$ cat src/rtl/centroid_overlay.sv
// Composites colour-centroid crosshairs and the tracking-region outline onto the camera pixel stream.
// Centroids are captured at end_frame and committed at frame start, with a LOST/TRACK/COAST tracker per colour.
module centroid_overlay #(
  parameter int          UPPER_X     = 353,
  parameter int          UPPER_Y     = 272,
  parameter int          LOWER_X     = 459,
  parameter int          LOWER_Y     = 368,
  parameter int          ARM         = 8,
  parameter int          HOLD_FRAMES = 4,
  parameter logic [17:0] GREEN_MARK  = 18'h3F000,
  parameter logic [17:0] BLUE_MARK   = 18'h3FFC0,
  parameter logic [17:0] BOX_COLOR   = 18'h3FFFF
) (
  input  logic        clk,
  input  logic        reset,
  input  logic [10:0] hcount,
  input  logic [9:0]  vcount,
  input  logic        display,
  input  logic [17:0] pixel_in,
  input  logic        end_frame,
  input  logic [23:0] x_avg_green,
  input  logic [23:0] y_avg_green,
  input  logic [23:0] x_avg_blue,
  input  logic [23:0] y_avg_blue,
  output logic [17:0] pixel_out,
  output logic        display_out,
  output logic [1:0]  green_state,
  output logic [1:0]  blue_state
);

  typedef enum logic [1:0] {ST_LOST = 2'd0, ST_TRACK = 2'd1, ST_COAST = 2'd2} state_t;

  localparam int                 MISS_W = $clog2(HOLD_FRAMES + 1);
  localparam logic [MISS_W-1:0]  MISS_MAX = MISS_W'(HOLD_FRAMES);
  localparam logic signed [11:0] ARM_S = 12'(ARM);
  localparam logic [10:0]        UX = 11'(UPPER_X);
  localparam logic [10:0]        LX = 11'(LOWER_X);
  localparam logic [9:0]         UY = 10'(UPPER_Y);
  localparam logic [9:0]         LY = 10'(LOWER_Y);

  function automatic logic [MISS_W-1:0] sat_inc(input logic [MISS_W-1:0] m);
    return (m >= MISS_MAX) ? MISS_MAX : m + MISS_W'(1);
  endfunction

  // Signed 12-bit differences keep arms from wrapping around screen edges.
  function automatic logic mark_hit(input logic [10:0] h, input logic [9:0] v,
                                    input logic [10:0] x, input logic [9:0] y);
    logic signed [11:0] dx;
    logic signed [11:0] dy;
    dx = $signed({1'b0, h}) - $signed({1'b0, x});
    dy = $signed({2'b00, v}) - $signed({2'b00, y});
    return ((v == y) && (dx >= -ARM_S) && (dx <= ARM_S)) ||
           ((h == x) && (dy >= -ARM_S) && (dy <= ARM_S));
  endfunction

  logic [23:0]       w_raw_x   [2];
  logic [23:0]       w_raw_y   [2];
  logic              w_cap_vld [2];
  logic              w_eff_pnd [2];
  logic              w_eff_vld [2];
  logic [10:0]       w_eff_x   [2];
  logic [9:0]        w_eff_y   [2];
  logic              w_fs;
  state_t            w_st_nxt  [2];
  logic [MISS_W-1:0] w_miss_nxt[2];
  logic [10:0]       w_ax_nxt  [2];
  logic [9:0]        w_ay_nxt  [2];
  logic              w_hit     [2];
  logic              w_box;

  logic              r_pnd     [2];
  logic              r_pnd_vld [2];
  logic [10:0]       r_pnd_x   [2];
  logic [9:0]        r_pnd_y   [2];
  logic [10:0]       r_act_x   [2];
  logic [9:0]        r_act_y   [2];
  logic [MISS_W-1:0] r_miss    [2];
  state_t            r_state   [2];
  logic [17:0]       r_pix_p1;
  logic              r_disp_p1;

  assign w_raw_x[0] = x_avg_green;
  assign w_raw_y[0] = y_avg_green;
  assign w_raw_x[1] = x_avg_blue;
  assign w_raw_y[1] = y_avg_blue;
  assign w_fs       = (hcount == 11'd0) && (vcount == 10'd0);

  // A capture arriving on the frame-start cycle bypasses the pending registers.
  always_comb begin
    for (int i = 0; i < 2; i++) begin
      w_cap_vld[i] = (w_raw_x[i] != 24'd0) && (w_raw_y[i] != 24'd0) &&
                     (w_raw_x[i][23:11] == 13'd0) && (w_raw_y[i][23:10] == 14'd0);
      w_eff_pnd[i] = end_frame | r_pnd[i];
      w_eff_vld[i] = end_frame ? w_cap_vld[i] : r_pnd_vld[i];
      w_eff_x[i]   = end_frame ? w_raw_x[i][10:0] : r_pnd_x[i];
      w_eff_y[i]   = end_frame ? w_raw_y[i][9:0]  : r_pnd_y[i];
    end
  end

  always_comb begin
    for (int i = 0; i < 2; i++) begin
      w_st_nxt[i]   = r_state[i];
      w_miss_nxt[i] = r_miss[i];
      w_ax_nxt[i]   = r_act_x[i];
      w_ay_nxt[i]   = r_act_y[i];
      if (w_fs) begin
        if (w_eff_pnd[i] && w_eff_vld[i]) begin
          w_st_nxt[i]   = ST_TRACK;
          w_miss_nxt[i] = '0;
          w_ax_nxt[i]   = w_eff_x[i];
          w_ay_nxt[i]   = w_eff_y[i];
        end else begin
          w_miss_nxt[i] = sat_inc(r_miss[i]);
          case (r_state[i])
            ST_TRACK: w_st_nxt[i] = ST_COAST;
            ST_COAST: w_st_nxt[i] = ((32'(r_miss[i]) + 1) >= HOLD_FRAMES) ? ST_LOST : ST_COAST;
            default:  w_st_nxt[i] = ST_LOST;
          endcase
        end
      end
    end
  end

  always_ff @(posedge clk or posedge reset) begin
    if (reset) begin
      for (int i = 0; i < 2; i++) begin
        r_pnd[i]     <= 1'b0;
        r_pnd_vld[i] <= 1'b0;
        r_pnd_x[i]   <= '0;
        r_pnd_y[i]   <= '0;
        r_act_x[i]   <= '0;
        r_act_y[i]   <= '0;
        r_miss[i]    <= '0;
        r_state[i]   <= ST_LOST;
      end
    end else begin
      for (int i = 0; i < 2; i++) begin
        if (w_fs) begin
          r_pnd[i] <= 1'b0;
        end else if (end_frame) begin
          r_pnd[i]     <= 1'b1;
          r_pnd_vld[i] <= w_cap_vld[i];
          r_pnd_x[i]   <= w_raw_x[i][10:0];
          r_pnd_y[i]   <= w_raw_y[i][9:0];
        end
        r_state[i] <= w_st_nxt[i];
        r_miss[i]  <= w_miss_nxt[i];
        r_act_x[i] <= w_ax_nxt[i];
        r_act_y[i] <= w_ay_nxt[i];
      end
    end
  end

  always_comb begin
    for (int i = 0; i < 2; i++) begin
      w_hit[i] = (r_state[i] != ST_LOST) && mark_hit(hcount, vcount, r_act_x[i], r_act_y[i]);
    end
    w_box = (((hcount == UX) || (hcount == LX)) && (vcount >= UY) && (vcount <= LY)) ||
            (((vcount == UY) || (vcount == LY)) && (hcount >= UX) && (hcount <= LX));
  end

  // Stage p1: registered composite output
  always_ff @(posedge clk or posedge reset) begin
    if (reset) begin
      r_pix_p1  <= '0;
      r_disp_p1 <= 1'b0;
    end else begin
      r_disp_p1 <= display;
      if (!display)     r_pix_p1 <= '0;
      else if (w_hit[0]) r_pix_p1 <= GREEN_MARK;
      else if (w_hit[1]) r_pix_p1 <= BLUE_MARK;
      else if (w_box)    r_pix_p1 <= BOX_COLOR;
      else               r_pix_p1 <= pixel_in;
    end
  end

  assign pixel_out   = r_pix_p1;
  assign display_out = r_disp_p1;
  assign green_state = r_state[0];
  assign blue_state  = r_state[1];

endmodule

$ cat config.mk
export PLATFORM = sky130hd
export DESIGN_NAME = centroid_overlay
export DESIGN_NICKNAME = d
export VERILOG_FILES = /design/src/rtl/centroid_overlay.sv
export SDC_FILE = /design/constraint.sdc
export NUM_CORES = 1
export LEC_CHECK = 0
export ABC_AREA = 1
export BUFFER_PORTS_ARGS = -buffer_cell sky130_fd_sc_hd__buf_2
export CAP_MARGIN = 20
export CORE_MARGIN = 2
export CORE_UTILIZATION = 60
export CTS_BUF_LIST = sky130_fd_sc_hd__clkbuf_4
export CTS_CLUSTER_SIZE = 16
export DETAILED_ROUTE_END_ITERATION = 12
export GPL_TIMING_DRIVEN = 0
export MAX_ROUTING_LAYER = met4
export PLACE_DENSITY_LB_ADDON = 0.15
export SYNTH_ARGS = -nofsm -noshare
export SYNTH_HDL_FRONTEND = slang
export SYNTH_SLANG_ARGS = --single-unit
$ cat constraint.sdc
create_clock -name clk -period 6.35 [get_ports clk]
set_input_delay 0.635 -clock clk [delete_from_list [all_inputs] [get_ports clk]]
set_output_delay 0.635 -clock clk [all_outputs]
set_load 0.02 [all_outputs]
# ---- Word level (Yosys, flattened, before mapping)
# Index checks and enable logic that the tools add are counted.
dict set report word_totals {
  ff_bits 116
  inputBits 139
}
dict set report classes {
  eq_ne 12
  bitwise 1
  mux 22
  addsub 8
  n_lt_le_gt_ge 16
  n_reduce_logical 43
}
# operator count
set ops {}
lappend ops {{nonzero test 24 bit} 4}
lappend ops {{two-way mux 18 bit} 4}
lappend ops {{logical NOT 14 bit} 2}
lappend ops {{logical NOT 13 bit} 2}
lappend ops {{greater-or-equal comparator 12 x 4 -> 1 bit (second input constant)} 2}
lappend ops {{<= comparator 12 x 5 -> 1 bit (second input constant)} 2}
lappend ops {{subtractor 11 x 11 -> 12 bit} 2}
lappend ops {{logical AND 1 bit} 23}
lappend ops {{== test 11 bit} 2}
lappend ops {{== test 11 x 9 -> 1 bit (second input constant)} 2}
lappend ops {{greater-or-equal comparator 11 x 4 -> 1 bit (second input constant)} 2}
lappend ops {{<= comparator 11 x 5 -> 1 bit (second input constant)} 2}
lappend ops {{two-way mux 11 bit} 2}
lappend ops {{subtractor 10 x 10 -> 11 bit} 2}
lappend ops {{== test 10 bit} 2}
lappend ops {{== test 10 x 9 -> 1 bit (second input constant)} 2}
lappend ops {{two-way mux 10 bit} 2}
lappend ops {{two-way mux 3 bit} 4}
lappend ops {{greater-or-equal comparator 11 x 9 -> 1 bit (second input constant)} 1}
lappend ops {{<= comparator 11 x 9 -> 1 bit (second input constant)} 1}
lappend ops {{logical NOT 11 bit} 1}
lappend ops {{greater-or-equal comparator 10 x 9 -> 1 bit (second input constant)} 1}
lappend ops {{<= comparator 10 x 9 -> 1 bit (second input constant)} 1}
lappend ops {{logical NOT 10 bit} 1}
lappend ops {{13 further kinds} 33}

# ---- Depth between registers and ports, before layout
dict set report depth {
  word_depth 9
  mapped_depth 22
  mapped_depth_nobuf 21
}

# ---- Worst setup path after synthesis
# Ideal clock, no wire load.
dict set report synth_timing {
  path_kind {input -> register}
  start {input hcount[0]}
  end {register r_pix_p1[2], in the netlist pixel_out[2]}
  setup_slack_ps 3749
  setup_time_ps 122
  arrival_time_ps 2478
  cell_stages 19
  path_cell_list {inv_1 ha_1 inv_1 fa_1 nand2_1 nand2_1 nand2_1 nand2_1 nand2_1 nand2_1 nor2_1 nand3_1 o21bai_1 nand3_1 nand2_1 nand2_1 nand2_2 buf_6 nor2_2}
}
dict set report synth_via {
  elab_chain_len 9
  elab_cells_between_ends 34
}
# element line
set synth_rtl {}
lappend synth_rtl {{start: declaration} 16} ;# input logic [10:0] hcount,
lappend synth_rtl {{subtractor 11 x 11 -> 12 bit / == test 11 x 9 -> 1 bit (equally long branches)} {50, 158}}
lappend synth_rtl {{greater-or-equal comparator 12 x 4 -> 1 bit / logical OR 1 bit (equally long branches)} {52, 158}}
lappend synth_rtl {{logical AND 1 bit (on tied branches) (2 in series)} {52, 158}}
lappend synth_rtl {{logical OR 1 bit (on tied branches)} {52, 158}}
lappend synth_rtl {{logical AND 1 bit / two-way mux 18 bit (equally long branches)} {156, 172}}
lappend synth_rtl {{two-way mux 18 bit} 171} ;# else if (w_hit[1]) r_pix_p1 <= BLUE_MARK;
lappend synth_rtl {{two-way mux 18 bit *} 170} ;# else if (w_hit[0]) r_pix_p1 <= GREEN_MARK;
lappend synth_rtl {{two-way mux 18 bit *} 169} ;# if (!display) r_pix_p1 <= '0;
lappend synth_rtl {{end signal: assignment} 173} ;# else r_pix_p1 <= pixel_in;
lappend synth_rtl {{end: declaration} 79} ;# logic [17:0] r_pix_p1;
# Every way passes the cells marked *; elsewhere a longest branch is shown, timed or not.
# A chain may end at the register's enable or synchronous reset.

# ---- Worst setup path after layout
dict set report layout_timing {
  start {register r_act_x[0] (netlist name)}
  end {register r_pix_p1[4], in the netlist pixel_out[4]}
}
dict set report layout_via {
  elab_chain_len 9
  elab_cells_between_ends 13
}
# element line
set layout_rtl {}
lappend layout_rtl {{start: declaration} 75} ;# logic [10:0] r_act_x [2];
lappend layout_rtl {{start signal: indexed assignment} 148} ;# r_act_x[i] <= w_ax_nxt[i];
lappend layout_rtl {{subtractor 11 x 11 -> 12 bit} 50} ;# dx = $signed({1'b0, h}) - $signed({1'b0, x});
lappend layout_rtl {{greater-or-equal comparator 12 x 4 -> 1 bit} 52} ;# return ((v == y) && (dx >= -ARM_S) && (dx <= ARM_S)) ||
lappend layout_rtl {{logical AND 1 bit (2 in series)} 52}
lappend layout_rtl {{logical OR 1 bit *} 52}
lappend layout_rtl {{logical AND 1 bit *} 156} ;# w_hit[i] = (r_state[i] != ST_LOST) && mark_hit(hcount, vcount, r_act_x[i], r_act_y[i]);
lappend layout_rtl {{two-way mux 18 bit *} 171}
lappend layout_rtl {{two-way mux 18 bit *} 170}
lappend layout_rtl {{two-way mux 18 bit *} 169}
# Marked as above.

==> summary.txt <==
Worst setup path
  – WP data required: 6.79 ns
  – Max FO, Critical Path: 10
  – CP arrival: between 3 and 4 ns
  – Worst Setup SP: r_act_x[0]
  – CP startpoint kind: register
  – CP most frequent cell: nand2_1
  – Worst path max stage delay: 0.42 ns
  – Crit-path cells: ha_1, inv_1, fa_1, nand2_1, nand2_1, nand3_1, nand2_1, nand2_1, nand2_1, inv_1, nand2_1, nor2_1, nand3_1, nand2_1, nand3_1, nand2_1, nand2_2, buf_6, o21ai_1, nor2_2
  – Crit end category: register
  – CP max-delay cell: fa_1
  – WS Path Type: reg -> reg
  – R2r startpoint: r_act_x[0]

Drt
  – Final wirelength: 22400 microns
  – Highest Signal Layer: met4
  – Final ANT Viol Nets: 0
  – Met2 WL: ~10000 microns
  – DRC viols: 0
  – DRT Pass-1 Iters: 6
  – Vias: 8563
  – Met3 routed WL: 1570 microns
  – Initial DRC count: approximately 660
  – DRT met1 WL: 10300 microns
  – Via/cell ratio: 5.27
  – Routed len/inst: 13.8 microns

Power and ir drop
  – Lkg Pwr: 0.00555 uW
  – Pwr dens: 164 nW/um^2
  – Peak VDD IR: 132 uV

Synth
  – Post-Syn Instances: 1251
  – Post-Syn Area per Cell: around 6.7 sq um
  – Ys Warns: 0
  – Seq/Total Area, Yosys: 0.347
  – Register bit total from synthesis: between 100 and 150
  – Cell taking the most area after synthesis: dfrtp_1
  – Distinct cell type count after synthesis: 38
  – Area contributors post-synth: dfrtp_1 35%, nand2_1 18%, inv_1 9.4%
  – Fraction of synthesized cell area taken by the top area cell type: 0.347
  – Mapped cell area: roughly 8400 sq um
  – Synth Net Count: 1444

Floorplanning
  – Total core area: 13800 sq um
  – Row count: 43
  – Starting Density: 0.607
  – I/O pins: between 150 and 200
  – Die Y: between 100 and 150 microns
  – Die Width: 122 microns
  – Die area: 14900 sq um

Final layout
  – Most frequent cells in the layout: 391 x nand2_1, 209 x inv_1, 170 x buf_2
  – Area Overhead vs Synth: 16.0%
  – Nets: 1625
  – Fill count: 1203
  – Share of layout cells above drive strength 1: 0.176
  – Most common cell after layout, fill and taps aside: nand2_1

Timing
  – Slew margin rel.: 0.464
  – RSZ-0062 raised after global routing: false
  – Skew final: roughly 0.023 ns
  – Fin Hold WS: about 0.21 ns
  – Total negative slack: 0 ns
  – Slew Limit Fails: 0
  – Peak Freq: 373 MHz
  – Fin crit period: between 2 and 3 ns
  – Final period util: 0.422
  – Final setup vio count: 0
  – Final hold violations: 0
  – Slew @ Worst Pin: 0.803 ns

GRT
  – Total Routing Usage GR: 0.321
  – Vias in the first global route: ~7600
  – Antenna violations before repair: 1
  – First-pass GRT wire length: ~36000 microns
  – Overflow after GRT: 0
  – Largest net degree at the start of global routing: 67

Clocking
  – Worst-skew pair later-pin latency: 0.57 ns
  – CTS Buf Count: 17
  – CTS root buf: clkbuf_4
  – Clk sink count: 116
  – Hold Buf Count CTS: 0
  – Htree depth: 4
  – Max clock buf depth: 2
  – Post-CTS Setup Bufs: 0
  – Worst-path clk slew: 0.12 ns
  – CTS resizes: 0
  – CTS tree: yes

Place
  – Gpl congestion: 0.943
  – DP HPWL: 18100 microns
  – Port Buf Inserts: between 150 and 200

Outcome
  – Status: finished, final reports clean

Min path
  – Worst Hold Class: in -> async

Flow run
  – Total of max-cap violations: 0
-- worst paths after layout --
check | to | slack [ns] | depth (start not counted)
setup reg to reg | pixel_out[4] | 3.67 | 20
hold reg to reg | r_act_y[10] | 0.52 | 2
min in group clk | display_out | 0.26 | 1
hold / removal | pixel_out[17] | 0.21 | 2
setup / recovery | pixel_out[4] | 3.67 | 20
max in group asynchronous | r_pnd_x[6] | 5.40 | 3
-- critical path, delay by kind of cell, from the launching register on --
kind / cells / cell delay, ns
fa+ha+maj: 2 / 0.57
simple gates: 14 / 1.20
buf+inv: 3 / 0.29
flops: 1 / 0.40
compound gates: 1 / 0.10
-- kinds of logic (layout without fill, tap and decap cells) --
group	after synthesis	count (layout)	synth area share
AOI/OAI and AO/OA	180	180	0.113
DFF	116	116	0.347
other	0	1	0
adders and majority gates	54	54	0.0826
buffers and inverters	245	439	0.115
and+or+nand+nor	656	656	0.343
-- synth_stat cells, drive strengths merged --
master and n:
nor3 8, nand3 75, o21a 1, nand2 397, ha 52, buf 15
or2 15, a21o 1, nor4 26, and2 3, o21ai 147, clkbuf 15
fa 2, inv 215, dfrtp 116, nand4 29, o211ai 2, o21bai 4
nand3b 8, a21oi 22, a41oi 1, nor3b 1, a32oi 1, nor2 94
a31o 1
-- sequential cells by signal (all words and copies together) (netlist names), 6 cells and up --
| signal | cells |
|---|---|
| r_act_x | 22 |
| r_pnd_x | 22 |
| r_act_y | 20 |
| r_pnd_y | 20 |
| pixel_out | 18 |
| r_miss | 6 |
-- area by class of cell --
cell class / instances / area [sq um] / share of cell area
repair buffers: 162 / 833 / 0.0859
inverters: 215 / 810 / 0.0835
flip-flops and latches: 116 / 2900 / 0.299
plain buffers: 30 / 154 / 0.0159
well taps: 180 / 225 / 0.0232
diodes: 1 / 2.50 / 0.000258
multi-input cells: 890 / 4500 / 0.464
clock inverters: 14 / 136 / 0.0141
clock buffers: 18 / 135 / 0.0139
-- where the power goes --
part / switching [uW] / total, uW / internal [uW] / leakage, uW
Combinational: 172 / 273 / 101 / 0.00415
Clock: 306 / 540 / 234 / 0.000135
Sequential: 7.37 / 775 / 768 / 0.00127
Total: 486 / 1590 / 1100 / 0.00555
-- per-stage QoR --
stage                     setup WS [ns]   util  total power (uW)  cell area, sq um  cells
after floorplan                    2.64      -               951              8370   1251
after global placement             1.45  0.682              1050              9400   1592
after detailed placement           3.19  0.684              1060              9430   1593
after CTS                          3.65  0.704              1590              9700   1625
after global routing               3.36  0.704              1670              9700   1626
final                              3.67  0.704              1590              9700   1626
-- metal layers --
layer | vias up | track usage
li1 | 4351 | -
met1 | 3830 | 0.436
met3 | 39 | 0.0510
met4 | 0 | 0.107
met5 | - | -
met2 | 343 | 0.493
Note: power is estimated with default switching activity, not from simulation.
